[src/rtl/vga_timing_gen_if.sv]
// Purpose: video raster bus between the timing generator and the drawing stages.
// Latency: n/a (signal bundle only).
// Backpressure: none; ce paces the raster and resync restarts it.
interface vga_timing_gen_if #(
  parameter int CW = 11
);
  logic          ce;
  logic          resync;
  logic [CW-1:0] hcount;
  logic [CW-1:0] vcount;
  logic          hblnk;
  logic          vblnk;
  logic          hsync;
  logic          vsync;
  logic          de;
  logic          line_start;
  logic          frame_start;
  logic [15:0]   frame_cnt;

  // Generator side: takes pacing/restart controls, drives the raster.
  modport master (
    input  ce, resync,
    output hcount, vcount, hblnk, vblnk, hsync, vsync, de,
           line_start, frame_start, frame_cnt
  );

  // Consumer side: paces the raster and observes it.
  modport slave (
    output ce, resync,
    input  hcount, vcount, hblnk, vblnk, hsync, vsync, de,
           line_start, frame_start, frame_cnt
  );
endinterface

[src/rtl/vga_timing_gen.sv]
// Purpose: parametrised VGA/XGA raster timing generator (counts, blanking, sync, de, strobes).
// Latency: all outputs registered; flags decoded from next-state counts, so they align with hcount/vcount.
// Backpressure: ce=0 freezes every output (strobes forced low); resync during ce=0 is held until ce=1.
// Optional: define VGA_TIMING_FRAME_CNT_EN to build the completed-frame counter on frame_cnt.
module vga_timing_gen #(
  parameter int CW       = 11,
  parameter int H_ACTIVE = 1024,
  parameter int H_FP     = 24,
  parameter int H_SYNC   = 136,
  parameter int H_BP     = 160,
  parameter int V_ACTIVE = 768,
  parameter int V_FP     = 3,
  parameter int V_SYNC   = 6,
  parameter int V_BP     = 29,
  parameter bit HS_POL   = 1'b1,
  parameter bit VS_POL   = 1'b1
) (
  input  logic                clk,
  input  logic                rst,
  vga_timing_gen_if.master    vif
);

  localparam int H_TOTAL = H_ACTIVE + H_FP + H_SYNC + H_BP;
  localparam int V_TOTAL = V_ACTIVE + V_FP + V_SYNC + V_BP;

  localparam logic [CW-1:0] H_LAST  = CW'(H_TOTAL - 1);
  localparam logic [CW-1:0] V_LAST  = CW'(V_TOTAL - 1);
  localparam logic [CW-1:0] H_ACT_C = CW'(H_ACTIVE);
  localparam logic [CW-1:0] V_ACT_C = CW'(V_ACTIVE);
  localparam logic [CW-1:0] HS_BEG  = CW'(H_ACTIVE + H_FP);
  localparam logic [CW-1:0] HS_END  = CW'(H_ACTIVE + H_FP + H_SYNC);
  localparam logic [CW-1:0] VS_BEG  = CW'(V_ACTIVE + V_FP);
  localparam logic [CW-1:0] VS_END  = CW'(V_ACTIVE + V_FP + V_SYNC);

  // Reject configurations the counters cannot represent or that collapse a timing region.
  if ((H_TOTAL > (1 << CW)) || (V_TOTAL > (1 << CW))) begin : g_bad_width
    $error("vga_timing_gen: H_TOTAL/V_TOTAL exceed counter range 2**CW");
  end
  if ((H_FP == 0) || (H_SYNC == 0) || (H_BP == 0) ||
      (V_FP == 0) || (V_SYNC == 0) || (V_BP == 0)) begin : g_bad_porch
    $error("vga_timing_gen: porch and sync widths must be non-zero");
  end

  logic [CW-1:0] hcount_q, vcount_q;
  logic          hblnk_q, vblnk_q, hsync_q, vsync_q, de_q;
  logic          line_start_q, frame_start_q;
  logic          resync_pend_q;

  logic [CW-1:0] h_nxt, v_nxt;
  logic          ls_nxt, fs_nxt;
  logic          do_resync;
  logic          hblnk_nxt, vblnk_nxt, hsync_nxt, vsync_nxt, de_nxt;

  // Next raster position and strobes; holds position when ce is low.
  always_comb begin
    h_nxt     = hcount_q;
    v_nxt     = vcount_q;
    ls_nxt    = 1'b0;
    fs_nxt    = 1'b0;
    do_resync = vif.resync | resync_pend_q;
    if (vif.ce) begin
      if (do_resync) begin
        h_nxt  = '0;
        v_nxt  = '0;
        ls_nxt = 1'b1;
        fs_nxt = 1'b1;
      end else if (hcount_q == H_LAST) begin
        h_nxt  = '0;
        ls_nxt = 1'b1;
        if (vcount_q == V_LAST) begin
          v_nxt  = '0;
          fs_nxt = 1'b1;
        end else begin
          v_nxt = vcount_q + 1'b1;
        end
      end else begin
        h_nxt = hcount_q + 1'b1;
      end
    end
  end

  // Decode blanking/sync/de from the next position so they register alongside the counts.
  always_comb begin
    hblnk_nxt = (h_nxt >= H_ACT_C);
    vblnk_nxt = (v_nxt >= V_ACT_C);
    hsync_nxt = ((h_nxt >= HS_BEG) && (h_nxt < HS_END)) ? HS_POL : ~HS_POL;
    vsync_nxt = ((v_nxt >= VS_BEG) && (v_nxt < VS_END)) ? VS_POL : ~VS_POL;
    de_nxt    = ~hblnk_nxt & ~vblnk_nxt;
  end

  // Raster state register; a resync seen while ce is low waits here for the next ce cycle.
  always_ff @(posedge clk) begin
    if (rst) begin
      hcount_q      <= '0;
      vcount_q      <= '0;
      hblnk_q       <= 1'b0;
      vblnk_q       <= 1'b0;
      hsync_q       <= ~HS_POL;
      vsync_q       <= ~VS_POL;
      de_q          <= 1'b1;
      line_start_q  <= 1'b0;
      frame_start_q <= 1'b0;
      resync_pend_q <= 1'b0;
    end else begin
      hcount_q      <= h_nxt;
      vcount_q      <= v_nxt;
      hblnk_q       <= hblnk_nxt;
      vblnk_q       <= vblnk_nxt;
      hsync_q       <= hsync_nxt;
      vsync_q       <= vsync_nxt;
      de_q          <= de_nxt;
      line_start_q  <= ls_nxt;
      frame_start_q <= fs_nxt;
      resync_pend_q <= vif.ce ? 1'b0 : do_resync;
    end
  end

`ifdef VGA_TIMING_FRAME_CNT_EN
  logic [15:0] frame_cnt_q;

  // Count natural frame wraps only; a resync restart alone does not complete a frame.
  always_ff @(posedge clk) begin
    if (rst) begin
      frame_cnt_q <= '0;
    end else if (vif.ce && (hcount_q == H_LAST) && (vcount_q == V_LAST)) begin
      frame_cnt_q <= frame_cnt_q + 16'd1;
    end
  end

  assign vif.frame_cnt = frame_cnt_q;
`else
  assign vif.frame_cnt = 16'd0;
`endif

  assign vif.hcount      = hcount_q;
  assign vif.vcount      = vcount_q;
  assign vif.hblnk       = hblnk_q;
  assign vif.vblnk       = vblnk_q;
  assign vif.hsync       = hsync_q;
  assign vif.vsync       = vsync_q;
  assign vif.de          = de_q;
  assign vif.line_start  = line_start_q;
  assign vif.frame_start = frame_start_q;

endmodule
[src/flat_wrapper.sv]
// flat-port wrapper written by rule: the top's interface ports become plain ports
module vga_timing_gen_flat 
#(
  parameter int CW       = 11,
  parameter int H_ACTIVE = 1024,
  parameter int H_FP     = 24,
  parameter int H_SYNC   = 136,
  parameter int H_BP     = 160,
  parameter int V_ACTIVE = 768,
  parameter int V_FP     = 3,
  parameter int V_SYNC   = 6,
  parameter int V_BP     = 29,
  parameter bit HS_POL   = 1'b1,
  parameter bit VS_POL   = 1'b1
)
  (clk, rst, vif_ce, vif_resync, vif_hcount, vif_vcount, vif_hblnk, vif_vblnk, vif_hsync, vif_vsync, vif_de, vif_line_start, vif_frame_start, vif_frame_cnt);
  vga_timing_gen_if #(.CW(CW)) vif_i ();
  input  logic clk;
  input  logic rst;
  input wire logic [$bits(vif_i.ce)-1:0] vif_ce;
  input wire logic [$bits(vif_i.resync)-1:0] vif_resync;
  output wire logic [$bits(vif_i.hcount)-1:0] vif_hcount;
  output wire logic [$bits(vif_i.vcount)-1:0] vif_vcount;
  output wire logic [$bits(vif_i.hblnk)-1:0] vif_hblnk;
  output wire logic [$bits(vif_i.vblnk)-1:0] vif_vblnk;
  output wire logic [$bits(vif_i.hsync)-1:0] vif_hsync;
  output wire logic [$bits(vif_i.vsync)-1:0] vif_vsync;
  output wire logic [$bits(vif_i.de)-1:0] vif_de;
  output wire logic [$bits(vif_i.line_start)-1:0] vif_line_start;
  output wire logic [$bits(vif_i.frame_start)-1:0] vif_frame_start;
  output wire logic [$bits(vif_i.frame_cnt)-1:0] vif_frame_cnt;
  assign vif_i.ce = vif_ce;
  assign vif_i.resync = vif_resync;
  assign vif_hcount = vif_i.hcount;
  assign vif_vcount = vif_i.vcount;
  assign vif_hblnk = vif_i.hblnk;
  assign vif_vblnk = vif_i.vblnk;
  assign vif_hsync = vif_i.hsync;
  assign vif_vsync = vif_i.vsync;
  assign vif_de = vif_i.de;
  assign vif_line_start = vif_i.line_start;
  assign vif_frame_start = vif_i.frame_start;
  assign vif_frame_cnt = vif_i.frame_cnt;
  vga_timing_gen #(.CW(CW), .H_ACTIVE(H_ACTIVE), .H_FP(H_FP), .H_SYNC(H_SYNC), .H_BP(H_BP), .V_ACTIVE(V_ACTIVE), .V_FP(V_FP), .V_SYNC(V_SYNC), .V_BP(V_BP), .HS_POL(HS_POL), .VS_POL(VS_POL)) u_core (.clk(clk), .rst(rst), .vif(vif_i));
endmodule
[config.mk]
export PLATFORM = sky130hd
export DESIGN_NAME = vga_timing_gen_flat
export DESIGN_NICKNAME = d
export VERILOG_FILES = /design/src/rtl/vga_timing_gen_if.sv /design/src/rtl/vga_timing_gen.sv /design/src/flat_wrapper.sv
export SDC_FILE = /design/constraint.sdc
export NUM_CORES = 1
export LEC_CHECK = 0
export CAP_MARGIN = 20
export CORE_MARGIN = 3
export CORE_UTILIZATION = 25
export CTS_BUF_LIST = sky130_fd_sc_hd__clkbuf_4
export DETAILED_ROUTE_END_ITERATION = 8
export MAX_ROUTING_LAYER = met4
export SETUP_SLACK_MARGIN = 0.1
export SLEW_MARGIN = 40
export SYNTH_ARGS = -nofsm -noshare
export SYNTH_HDL_FRONTEND = slang
export SYNTH_SLANG_ARGS = --single-unit
[constraint.sdc]
create_clock -name clk -period 2.3 [get_ports clk]
set_input_delay 0.46 -clock clk [delete_from_list [all_inputs] [get_ports clk]]
set_output_delay 0.46 -clock clk [all_outputs]
set_load 0.02 [all_outputs]
=== After elaboration in Yosys (flattened, before gate mapping) ===
Cells that the tools add are included.
W data, S select, Z words.

* Output and inout bits: 45
* Word-level logic and storage cells: 43
* Bits in registers: 30
* Input bits: 4

* Eq/ne operators: 2
* Bitwise operators: 5
* Reductions and logical operators: 4
* Order comparisons: 6
* Muxes and demuxes: 14
* $add $sub $neg: 2

{| class="wikitable"
|+ Operators by type and width
! operator !! count
|-
| $mux W11 || 7
|-
| $add A11 B1 Y11 const B || 2
|-
| $ge A11 B10 Y1 const B || 2
|-
| $ge A11 B11 Y1 const B || 2
|-
| $eq A11 B10 Y1 const B || 1
|-
| $eq A11 B11 Y1 const B || 1
|-
| $lt A11 B10 Y1 const B || 1
|-
| $lt A11 B11 Y1 const B || 1
|-
| $mux W1 || 7
|-
| $reduce_or A2 Y1 || 2
|-
| $not A1 Y1 || 3
|-
| $logic_and A1 B1 Y1 || 2
|-
| $and A1 B1 Y1 || 1
|-
| $or A1 B1 Y1 || 1
|}

=== Longest topological paths before layout ===
Gate-level depths: netlist of the first run.

* Depth after elaboration: 8
* Gate-level depth with buffers: 10
* Gate-level depth less buffers: 9

=== Least setup slack after synthesis of the first run ===
Ideal clock, no wire load.

* Path kind: reg2reg
* Start point: register u_core.hcount_q[0] (netlist: u_core.vif.hcount[0])
* End point: register u_core.vsync_q (netlist: u_core.vif.vsync)
* Buffers on the path: 1
* Data required time: 2.221 ns
* Library setup time: 0.079 ns
* Setup slack: 0.078 ns
* Stages on the path, launching flop included: 9
* Clock period less this slack: 2.222 ns
* Data arrival time: 2.143 ns
* Path through: dfxtp_1 -> ha_1 -> and2_1 -> and4_1 -> buf_6 -> nand4_1 -> o31a_1 -> or3_1 -> a211oi_2

* Cells in the longest elaborated chain, start to end: 7
* Elaborated cells between the ends (all ways): 8
* Those cells by class: order compare: 2; eq/ne: 1; mux: 4; reduce/logical: 1

{| class="wikitable"
|+ RTL lines
! element !! line !! RTL
|-
| from (decl) || vga_timing_gen.sv:44 || <nowiki>logic [CW-1:0] hcount_q, vcount_q;</nowiki>
|-
| from (signal assigned) || vga_timing_gen.sv:105 || <nowiki>hcount_q <= h_nxt;</nowiki>
|-
| $eq A11 B11 Y1 * || vga_timing_gen.sv:67 || <nowiki>end else if (hcount_q == H_LAST) begin</nowiki>
|-
| $mux W11 * || vga_timing_gen.sv:67 ||
|-
| $mux W11 * || vga_timing_gen.sv:62 || <nowiki>if (do_resync) begin</nowiki>
|-
| $mux W11 * || vga_timing_gen.sv:61 || <nowiki>if (vif.ce) begin</nowiki>
|-
| $ge A11 B10 Y1 or $lt A11 B10 Y1 (tied branches) || vga_timing_gen.sv:87 || <nowiki>vsync_nxt = ((v_nxt >= VS_BEG) && (v_nxt < VS_END)) ? VS_POL : ~VS_POL;</nowiki>
|-
| $logic_and A1 B1 Y1 * || vga_timing_gen.sv:87 ||
|-
| $mux W1 * || vga_timing_gen.sv:87 ||
|-
| to (signal assigned) || vga_timing_gen.sv:99 || <nowiki>vsync_q <= ~VS_POL;</nowiki>
|-
| to (signal assigned) || vga_timing_gen.sv:110 || <nowiki>vsync_q <= vsync_nxt;</nowiki>
|-
| to (decl) || vga_timing_gen.sv:45 || <nowiki>logic hblnk_q, vblnk_q, hsync_q, vsync_q, de_q;</nowiki>
|}

Every way passes the cells marked *; elsewhere a longest branch is shown, timed or not.
A chain may end at the register's enable or synchronous reset.

=== Final worst setup path of the first run ===
* Start point: input vif_ce
* End point: register u_core.vsync_q (netlist: u_core.vif.vsync)

* Cells in the longest elaborated chain, start to end: 4
* Elaborated cells between the ends (all ways): 5
* Those cells by class: order compare: 2; mux: 2; reduce/logical: 1

{| class="wikitable"
|+ RTL lines
! element !! line !! RTL
|-
| from (decl) || flat_wrapper.sv:20 || <nowiki>input wire logic [$bits(vif_i.ce)-1:0] vif_ce;</nowiki>
|-
| $mux W11 * || vga_timing_gen.sv:61 ||
|-
| $ge A11 B10 Y1 or $lt A11 B10 Y1 (tied branches) || vga_timing_gen.sv:87 ||
|-
| $logic_and A1 B1 Y1 * || vga_timing_gen.sv:87 ||
|-
| $mux W1 * || vga_timing_gen.sv:87 ||
|}

Marked as above.

==> results of run 1 <==
[worst paths after layout]
check | startpoint | end | slack [ns] | depth (start not counted)
worst max-delay path | vif_ce | u_core.vif.vsync$_SDFF_PP0_ | 0.16 | 7
worst min-delay path | u_core.vif.hcount[9]$_SDFF_PP0_ | u_core.vif.hcount[9]$_SDFF_PP0_ | 0.57 | 2
worst max register to register | u_core.vif.hcount[0]$_SDFF_PP0_ | u_core.vif.vsync$_SDFF_PP0_ | 0.16 | 9
worst min register to register | u_core.vif.hcount[9]$_SDFF_PP0_ | u_core.vif.hcount[9]$_SDFF_PP0_ | 0.57 | 2
[critical path, cell delays in order]
cell             delay [ns]
clkdlybuf4s50_1        0.59
nor3b_2                0.25
a41oi_2                0.23
a2bb2oi_1              0.26
nand2_1                0.08
or3_1                  0.32
a211oi_2               0.21
[synthesized netlist by cell type, types with 4 or more instances]
master,count,share of area
nor4_1,4,0.014
a21oi_1,6,0.017
nand2_1,15,0.032
and3_1,6,0.021
nor2_1,32,0.068
nor2b_1,6,0.021
o21ai_0,11,0.031
buf_4,18,0.076
nand3_1,7,0.020
nand4_1,10,0.035
buf_2,4,0.011
nor3_1,9,0.025
dfxtp_1,30,0.34
[cell type report]
class                   count  area [um^2]  share of cell area
multi-input cells         174         1051              0.4284
inverters                   3        11.26            0.004590
clock buffers               5        37.54             0.01530
repair buffers             71        613.1              0.2499
well taps                  96        120.1             0.04895
flip-flops and latches     30        604.3              0.2463
clock inverters             3        16.27            0.006629
[metal layers]
metal	track usage	wire (um)	part of all wire	vias up
met1	0.1510	2275	0.45	866
met5	-	0	0	-
met4	0.03061	51	0.010	0
met2	0.2097	2404	0.48	64
met3	0.03013	288	0.057	8
li1	-	-	-	886
[timing repair]
item | CTS | global route
endpoints found under the hold margin | 0 | 0
setup buffers | 0 | 0
resized for setup | 1 | 6
pin swaps | 0 | 2
setup endpoints to repair | 1 | 2
[flip-flops by register name, indices dropped and copies added, names as in the netlist]
register                count
u_core.resync_pend_q        1
u_core.vif.de               1
u_core.vif.frame_start      1
u_core.vif.hblnk            1
u_core.vif.hcount          11
u_core.vif.hsync            1
u_core.vif.line_start       1
u_core.vif.vblnk            1
u_core.vif.vcount          11
u_core.vif.vsync            1
[metrics by stage]
stage	area [um^2]	hold WS, ns	total power, mW	cells	worst slack (ns)
after global routing	2454	0.5950	0.9928	382	0.1014
after detailed placement	2375	0.5387	0.6382	374	-0.2082
after CTS	2430	0.5618	0.9594	382	0.1082
final	2454	0.5656	0.9483	382	0.1604
after floorplan	1834	0.5577	0.6188	234	0.1865
after global placement	2375	0.5402	0.6372	374	-0.1747
[cell families after synthesis]
family                   count (synthesis)
flip-flops                              30
buffers and inverters                   30
adder cells (fa/ha/maj)                  3
other                                    1
AND/OR/NAND/NOR                        109
AO/OA/AOI/OAI                           38
multiplexers                             2
XOR/XNOR                                 6
[power groups by stage]
stage | Combinational (mW) | Clock (mW) | Sequential [mW]
final | 0.104 | 0.320 | 0.525
after global routing | 0.113 | 0.354 | 0.525
after CTS | 0.102 | 0.333 | 0.525
after detailed placement | 0.102 | 0 | 0.537
after global placement | 0.101 | 0 | 0.537
after floorplan | 0.0779 | 0 | 0.541
==> key figures, run 1 <==
Floorplan
  • Site row count: 30
  • Full die area: between 0.008 and 0.009 mm^2
  • I/O pin cnt: 49
  • Die extent in x: about 90 um
  • Core footprint: between 0.006 and 0.007 mm^2
  • Starting Density: 0.2597
  • Die extent in y: approximately 90 um

Pwr
  • Internal power: 0.6716 mW
  • Cell Pwr Density: 386.5 mW/mm^2
  • Static Leak: roughly 0.99 nW
  • Comb pwr share: 0.109
  • Net Sw Frac: 0.2918
  • Seq pwr share: 0.553
  • Worst VDD drop: roughly 0.2 mV
  • Clock power frac: 0.338
  • Sw power: ~0.28 mW

Finish
  • N_diodes: 0
  • Commonest non-fill, non-tap cells in the layout: buf_4, clkdlybuf4s50_1, nor2_1
  • Most common cell after layout, fill and taps aside: buf_4
  • # fillers: 748
  • Nets: roughly 290
  • Synth-to-Final Area Change: 38.29%
  • Layout cells sized above 1: 0.2133
  • Final Core Density: 0.3592

CTS
  • Hold-fix buffers, CTS: 0
  • H-tree depth: 2
  • CTS tree: yes
  • CTS clk-pin slew, worst paths: 0.12 ns
  • CTS Root Cell: clkbuf_4
  • CTS Sinks: 30
  • Clock Latency Late Sink: between 0.3 and 0.4 ns
  • TritonCTS Buffers: 5
  • Max Root-Sink Buffers: 2

Detailed routing
  • Vias/cell: between 4 and 5
  • Final WL: 5.020 mm
  • DR WL/cell: approximately 13 um
  • Pre-Repair DR Iteration Count: 4
  • Total vias in the final route: 1824
  • Initial DRC count: 87
  • DRC viols: 0
  • Post-DRT Antenna Nets: 0

Run status
  • Outcome: finished clean

Critical path
  • Type of destination of the critical path: flip-flop
  • CP max FO: 6
  • Setup CP Type: primary input to flip-flop
  • Required @ worst endpoint: roughly 2.6 ns
  • CP startpoint kind: primary input
  • Worst path arrival time: 2.41 ns

Timing
  • Setup TNS: 0 ns
  • Final Hold Viols: 0
  • Final Skew: approximately 0.021 ns
  • Crit path time final: 2.140 ns
  • Finish-stage setup viols: 0
  • Fin crit share: 0.9302
  • Fmax: between 0.4 and 0.5 GHz
  • Fin. max-slew vios: 0
  • RSZ-0062 raised after global routing: no

Synth
  • Register area share after synthesis: 0.3385
  • Synth Area in Adders: 0.02116
  • #FFs+latches synth: 30
  • Synth Area in Simple Gates: 0.3286
  • Post-Synth XOR/XNOR Area: 0.02962
  • Cells after synthesis: between 200 and 250
  • Complex-gate fraction of the synthesized area: 0.1530
  • Mux cell area share after synthesis: 0.01199
  • Ys flop type: dfxtp_1
  • Syn. warnings: 0
  • Syn Area/Cell: 8.101 um^2
  • Largest family of logic cells by synthesized area: simple AND/OR/NAND/NOR gates
  • Asr flop ratio synth: 0
  • Number of synthesized flops with an enable pin: 0
  • Yosys cell types: 53
  • Post-Syn Area: 0.001774 mm^2

GRT
  • Vias in the first global route: approximately 1700
  • Gr ovfl total: 0
  • Initial antenna violation count: 0
  • First-pass GRT wire length: 8.169 mm
  • GR Util All Layers: 0.1249
  • Largest net degree at the start of global routing: 14

Placed design
  • Routability cong.: ~0.90
  • IO buf count: 32
  • Dpl hpwl: roughly 3.8 mm

Flow run
  • Maxcap violations: 0

Min path
  • Hold Path Class: flip-flop to flip-flop
(Power assumes the default switching activity.)
==> run 2: changes to the inputs <==
--- a/config.mk
+++ b/config.mk
@@ -11,6 +11,7 @@
 export CTS_BUF_LIST = sky130_fd_sc_hd__clkbuf_4
 export DETAILED_ROUTE_END_ITERATION = 8
 export MAX_ROUTING_LAYER = met4
+export PLACE_DENSITY_LB_ADDON = 0.12
 export SETUP_SLACK_MARGIN = 0.1
 export SLEW_MARGIN = 40
 export SYNTH_ARGS = -nofsm -noshare
==> key figures, run 2 (synthesized netlist as in run 1, its figures left out) <==
Run status
  • Outcome: finished clean

Detailed routing
  • DRC viols: 0
  • Final WL: between 5 and 6 mm
  • Initial DRC count: 102
  • Pre-Repair DR Iteration Count: 4
  • DR WL/cell: between 10 and 15 um
  • Post-DRT Antenna Nets: 0
  • Total vias in the final route: 1808
  • Vias/cell: about 4.7

Finish
  • Layout cells sized above 1: 0.2448
  • Synth-to-Final Area Change: 42.31%
  • Most common cell after layout, fill and taps aside: buf_4
  • Nets: between 200 and 300
  • Post-route cell area: approximately 0.0025 mm^2
  • N_diodes: 0
  • Final Core Density: 0.3696
  • # fillers: 746
  • Commonest non-fill, non-tap cells in the layout: buf_4, nor2_1, clkdlybuf4s50_1
  • Layout Cells excl Fill: approximately 390

Timing
  • Fin crit share: 0.8865
  • Finish-stage setup viols: 0
  • Final hold slack: roughly 0.62 ns
  • RSZ-0062 raised after global routing: no
  • Final Skew: ~0.013 ns
  • Fmax: around 0.49 GHz
  • Fin. max-slew vios: 0
  • Final Hold Viols: 0
  • Crit path time final: approximately 2.0 ns

Floorplan
  • Starting Density: 0.2597
  • I/O pin cnt: slightly below 50
  • Site row count: 30
  • Core footprint: between 0.006 and 0.007 mm^2
  • Die extent in y: 90.24 um
  • Full die area: 0.008143 mm^2
  • Die extent in x: between 90 and 100 um

CTS
  • CTS Sinks: 30
  • CTS clk-pin slew, worst paths: roughly 0.11 ns
  • Hold-fix buffers, CTS: 0
  • H-tree depth: 2
  • Max Root-Sink Buffers: 2
  • Clock Latency Late Sink: 0.34 ns
  • CTS Root Cell: clkbuf_4
  • TritonCTS Buffers: 5
  • CTS tree: yes

Critical path
  • Worst R2R Path Depth: 6
  • CP max FO: 6
  • Setup CP Type: flip-flop to flip-flop
  • CP startpoint kind: flip-flop
  • RR Startpoint: u_core.vif.hcount[9]$_SDFF_PP0_
  • Worst path arrival time: between 2 and 2.5 ns
  • Required @ worst endpoint: ~2.6 ns
  • Flop-to-flop setup slack: ~0.26 ns
  • Type of destination of the critical path: flip-flop
  • Reg2reg end: u_core.vif.vsync$_SDFF_PP0_

Pwr
  • Cell Pwr Density: around 380 mW/mm^2
  • Seq pwr share: 0.547
  • Static Leak: 1.027 nW
  • Net Sw Frac: 0.2934
  • Worst VDD drop: around 0.12 mV
  • Comb pwr share: 0.118
  • Internal power: between 0.6 and 0.7 mW
  • Total power: 0.9589 mW
  • Sw power: around 0.28 mW
  • Clock power frac: 0.335

GRT
  • GR Util All Layers: 0.1354
  • Gr ovfl total: 0
  • Initial antenna violation count: 0
  • Largest net degree at the start of global routing: 15
  • First-pass GRT wire length: between 8 and 9 mm
  • Vias in the first global route: around 1700

Placed design
  • DP Area: about 0.0024 mm^2
  • IO buf count: 32
  • Cells after DPL: about 370
  • Routability cong.: ~0.78
  • Dpl hpwl: between 4 and 5 mm

Min path
  • Hold path start: vif_ce
  • Worst hold path depth: 3
  • Hold Crit Endpoint: u_core.resync_pend_q$_SDFF_PP0_
  • Hold Path Class: primary input to flip-flop

Flow run
  • Maxcap violations: 0
-- run 2: cell count changes in the layout (fill, tap and decap cells not counted), sizes merged --
cell           before  now
and4                2    3
buf                39   42
dlymetal6s2s        0    1
clkdlybuf4s50      32   31
-- run 2: layout make-up --
class / instances / area [um^2] / area share
multi-input combinational: 175 / 1095 / 0.4336
timing repair buffer: 74 / 638.1 / 0.2527
sequential: 30 / 606.8 / 0.2403
tap: 96 / 120.1 / 0.04757
clock buffer: 5 / 37.54 / 0.01487
clock inverter: 3 / 16.27 / 0.006442
inverter: 3 / 11.26 / 0.004460
-- run 2: worst max-delay path: stages (launching register included) --
cell and delay [ns]:
dfxtp_1 0.32, and3b_1 0.30, and4_4 0.31, nand4_1 0.14
o31a_1 0.32, or3_4 0.40, a211oi_2 0.17
-- run 2: worst max-delay path by stage --
stage	start	to	slack, ns	cells after the start
2_1_floorplan	u_core.vif.vcount[0]$_SDFF_PP0_	u_core.vif.vsync$_SDFF_PP0_	0.19	8
3_3_place_gp	vif_ce	u_core.vif.vsync$_SDFF_PP0_	-0.19	7
3_5_place_dp	vif_ce	u_core.vif.vsync$_SDFF_PP0_	-0.29	7
4_1_cts	u_core.vif.hcount[0]$_SDFF_PP0_	u_core.vif.vsync$_SDFF_PP0_	0.12	7
5_1_grt	u_core.vif.vcount[1]$_SDFF_PP0_	u_core.vif.vsync$_SDFF_PP0_	0.11	9
6_report	u_core.vif.hcount[9]$_SDFF_PP0_	u_core.vif.vsync$_SDFF_PP0_	0.26	6
-- run 2: repair_timing --
action / in CTS / in global routing
resized for setup: 2 / 15
setup endpoints to repair: 1 / 1
gates cloned: 0 / 1
buffers inserted: 1 / 4
pin swaps: 0 / 6
-- run 2: per-layer routing --
metal,share of wire,vias to the layer above,global-route usage
met5,0,-,-
met4,0.0066,0,0.03061
met3,0.035,5,0.03264
met2,0.50,39,0.2296
met1,0.46,861,0.1627
li1,-,903,-
-- run 2: power groups by stage --
stage          sequential, mW  clock, mW  combinational, mW
2_1_floorplan           0.541          0             0.0779
3_3_place_gp            0.537          0              0.107
3_5_place_dp            0.536          0              0.107
4_1_cts                 0.525      0.333              0.107
5_1_grt                 0.525      0.362              0.123
6_report                0.524      0.321              0.114
-- run 2: through the flow --
| step | setup TNS, ns | worst slack [ns] |
|---|---|---|
| 2_1_floorplan | 0 | 0.1865 |
| 3_3_place_gp | -0.4563 | -0.1912 |
| 3_5_place_dp | -0.7321 | -0.2916 |
| 4_1_cts | 0 | 0.1207 |
| 5_1_grt | 0 | 0.1110 |
| 6_report | 0 | 0.2610 |
==> run 3: changes to the inputs <==
--- a/config.mk
+++ b/config.mk
@@ -13,7 +13,7 @@
 export MAX_ROUTING_LAYER = met4
 export PLACE_DENSITY_LB_ADDON = 0.12
 export SETUP_SLACK_MARGIN = 0.1
-export SLEW_MARGIN = 40
+export SLEW_MARGIN = 20
 export SYNTH_ARGS = -nofsm -noshare
 export SYNTH_HDL_FRONTEND = slang
 export SYNTH_SLANG_ARGS = --single-unit
==> constraint.sdc (replaced) <==
create_clock -name clk -period 2.4 [get_ports clk]
set_input_delay 0.48 -clock clk [delete_from_list [all_inputs] [get_ports clk]]
set_output_delay 0.48 -clock clk [all_outputs]
set_load 0.02 [all_outputs]
==> key figures, run 3 (synthesized netlist as in run 1, its figures left out) <==
Floorplan
  • Starting Density: 0.2597
  • Full die area: 0.008143 mm^2
  • Die extent in x: approximately 90 um
  • Site row count: 30
  • Core footprint: 0.006832 mm^2
  • I/O pin cnt: 49
  • Die extent in y: 90.24 um

Detailed routing
  • Vias/cell: around 4.6
  • Final WL: 5.303 mm
  • Pre-Repair DR Iteration Count: 4
  • DR WL/cell: ~14 um
  • DRC viols: 0
  • Post-DRT Antenna Nets: 0
  • Initial DRC count: 73
  • Total vias in the final route: ~1800

Pwr
  • Net Sw Frac: 0.2393
  • Comb pwr share: 0.095
  • Worst VDD drop: between 0.2 and 0.25 mV
  • Clock power frac: 0.461
  • Seq pwr share: 0.444
  • Internal power: between 0.8 and 0.9 mW
  • Cell Pwr Density: ~460 mW/mm^2
  • Static Leak: a little under 1 nW
  • Sw power: 0.2707 mW

Critical path
  • CP max-delay cell: dfxtp_1
  • Setup CP Type: flip-flop to flip-flop
  • Flop-to-flop setup slack: around 0.22 ns
  • Type of destination of the critical path: flip-flop
  • Cell family contributing the most delay on the critical path: simple AND/OR/NAND/NOR gates
  • CP max FO: 7
  • Required @ worst endpoint: 2.67 ns
  • Critical Path Max Stage Delay: roughly 0.47 ns
  • Crit-path cells: and4bb_1 > nand4b_2 > and2_2 > nand2_1 > o31a_1 > or3_1 > a211oi_2
  • Worst path arrival time: around 2.5 ns
  • CP bufs+invs: 0
  • CP startpoint kind: flip-flop

CTS
  • Max Root-Sink Buffers: 2
  • Setup Fix Bufs, Post-CTS: 0
  • TritonCTS Buffers: 5
  • Clock Latency Late Sink: roughly 0.34 ns
  • H-tree depth: 2
  • CTS tree: yes
  • CTS clk-pin slew, worst paths: around 0.11 ns
  • CTS Root Cell: clkbuf_4
  • CTS Sinks: 30

Finish
  • Synth-to-Final Area Change: 39.63%
  • Area occupied by multi-input gates: roughly 0.0010 mm^2
  • Nets: 290
  • Final Core Density: 0.3626
  • Layout cells sized above 1: 0.1901
  • Sequential cell area: roughly 600 um^2
  • Layout Cells excl Fill: 380
  • Post-route cell area: 0.002477 mm^2
  • Most common cell after layout, fill and taps aside: buf_4
  • Commonest non-fill, non-tap cells in the layout: buf_4, nor2_1, clkdlybuf4s50_1
  • # fillers: between 700 and 800
  • N_diodes: 0

Timing
  • Fmax: 0.4597 GHz
  • Final Hold Viols: 0
  • Fin crit share: 0.9064
  • Final Worst Setup Slack: about 0.22 ns
  • Crit path time final: 2.175 ns
  • Setup TNS: 0 ns
  • Finish-stage setup viols: 0
  • Fin. max-slew vios: 0
  • Final Skew: around 0.013 ns
  • RSZ-0062 raised after global routing: no

GRT
  • Initial antenna violation count: 0
  • GR Util All Layers: 0.1375
  • Met1 Track Usage GR: 0.1675
  • Met3 usage: 0.03096
  • First-pass GRT wire length: just under 9 mm
  • Gr ovfl total: 0
  • Vias in the first global route: about 1800
  • Largest net degree at the start of global routing: 17
  • Gr busiest metal: met2
  • Grt met2 use: 0.2190

Placed design
  • Routability cong.: 0.8108
  • DP Worst Slack: -0.1044 ns
  • DP Area: between 0.002 and 0.0025 mm^2
  • Cells after DPL: approximately 370
  • IO buf count: 32
  • Dpl hpwl: 4.055 mm

Flow run
  • Maxcap violations: 0

Min path
  • Hold Path Class: flip-flop to flip-flop

Run status
  • Outcome: finished clean
==> run 3: changes by cell type in the layout (fill, tap and decap cells not counted), moves of 2 or more <==
| cell | before | now |
|---|---|---|
| dfxtp_2 | 5 | 1 |
| and2_4 | 2 | 0 |
| bufinv_16 | 0 | 2 |
| dfxtp_1 | 25 | 29 |
| buf_4 | 42 | 36 |
==> run 3: area by class of cell <==
type | count | share of cell area
timing repair buffer | 69 | 0.2465
clock buffer | 5 | 0.01515
inverter | 3 | 0.004545
clock inverter | 3 | 0.02576
sequential | 30 | 0.2429
tap | 96 | 0.04848
multi-input combinational | 174 | 0.4167
==> run 3: power groups by stage <==
stage / clock (mW) / combinational (mW) / sequential (mW)
finish: 0.521 / 0.107 / 0.503
global route: 0.560 / 0.117 / 0.503
floorplan: 0 / 0.0746 / 0.518
detailed placement: 0 / 0.107 / 0.514
global placement: 0 / 0.108 / 0.514
CTS: 0.540 / 0.108 / 0.503
==> run 3: routing by layer <==
layer	up-vias	routed length, um
met5	-	0
met4	0	91
met3	10	241
met2	56	2477
met1	805	2493
li1	890	-
==> run 3: final timing paths <==
path,endpoint,start,depth (start not counted)
max,u_core.vif.vsync$_SDFF_PP0_,u_core.vif.vcount[4]$_SDFF_PP0_,7
min,u_core.vif.hcount[9]$_SDFF_PP0_,u_core.vif.hcount[9]$_SDFF_PP0_,2
max reg2reg,u_core.vif.vsync$_SDFF_PP0_,u_core.vif.vcount[4]$_SDFF_PP0_,7
min reg2reg,u_core.vif.hcount[9]$_SDFF_PP0_,u_core.vif.hcount[9]$_SDFF_PP0_,2
==> run 3: what timing repair did <==
| item | CTS | global route |
|---|---|---|
| gates resized for setup | 0 | 3 |
| hold buffers | 0 | 0 |
| endpoints found under the setup margin | 0 | 1 |
==> run 3: stage by stage <==
stage | hold WS (ns) | total power [mW]
2_1_floorplan | 0.5577 | 0.5928
3_3_place_gp | 0.5443 | 0.6219
3_5_place_dp | 0.5372 | 0.6213
4_1_cts | 0.5553 | 1.151
5_1_grt | 0.6019 | 1.180
6_report | 0.5495 | 1.131
==> run 3: worst register-to-register path: cells and delay by family (launching register included) <==
family	cells	cell delay (ns)
and+or+nand+nor	5	1.13
AOI/OAI and AO/OA	2	0.50
DFF	1	0.47
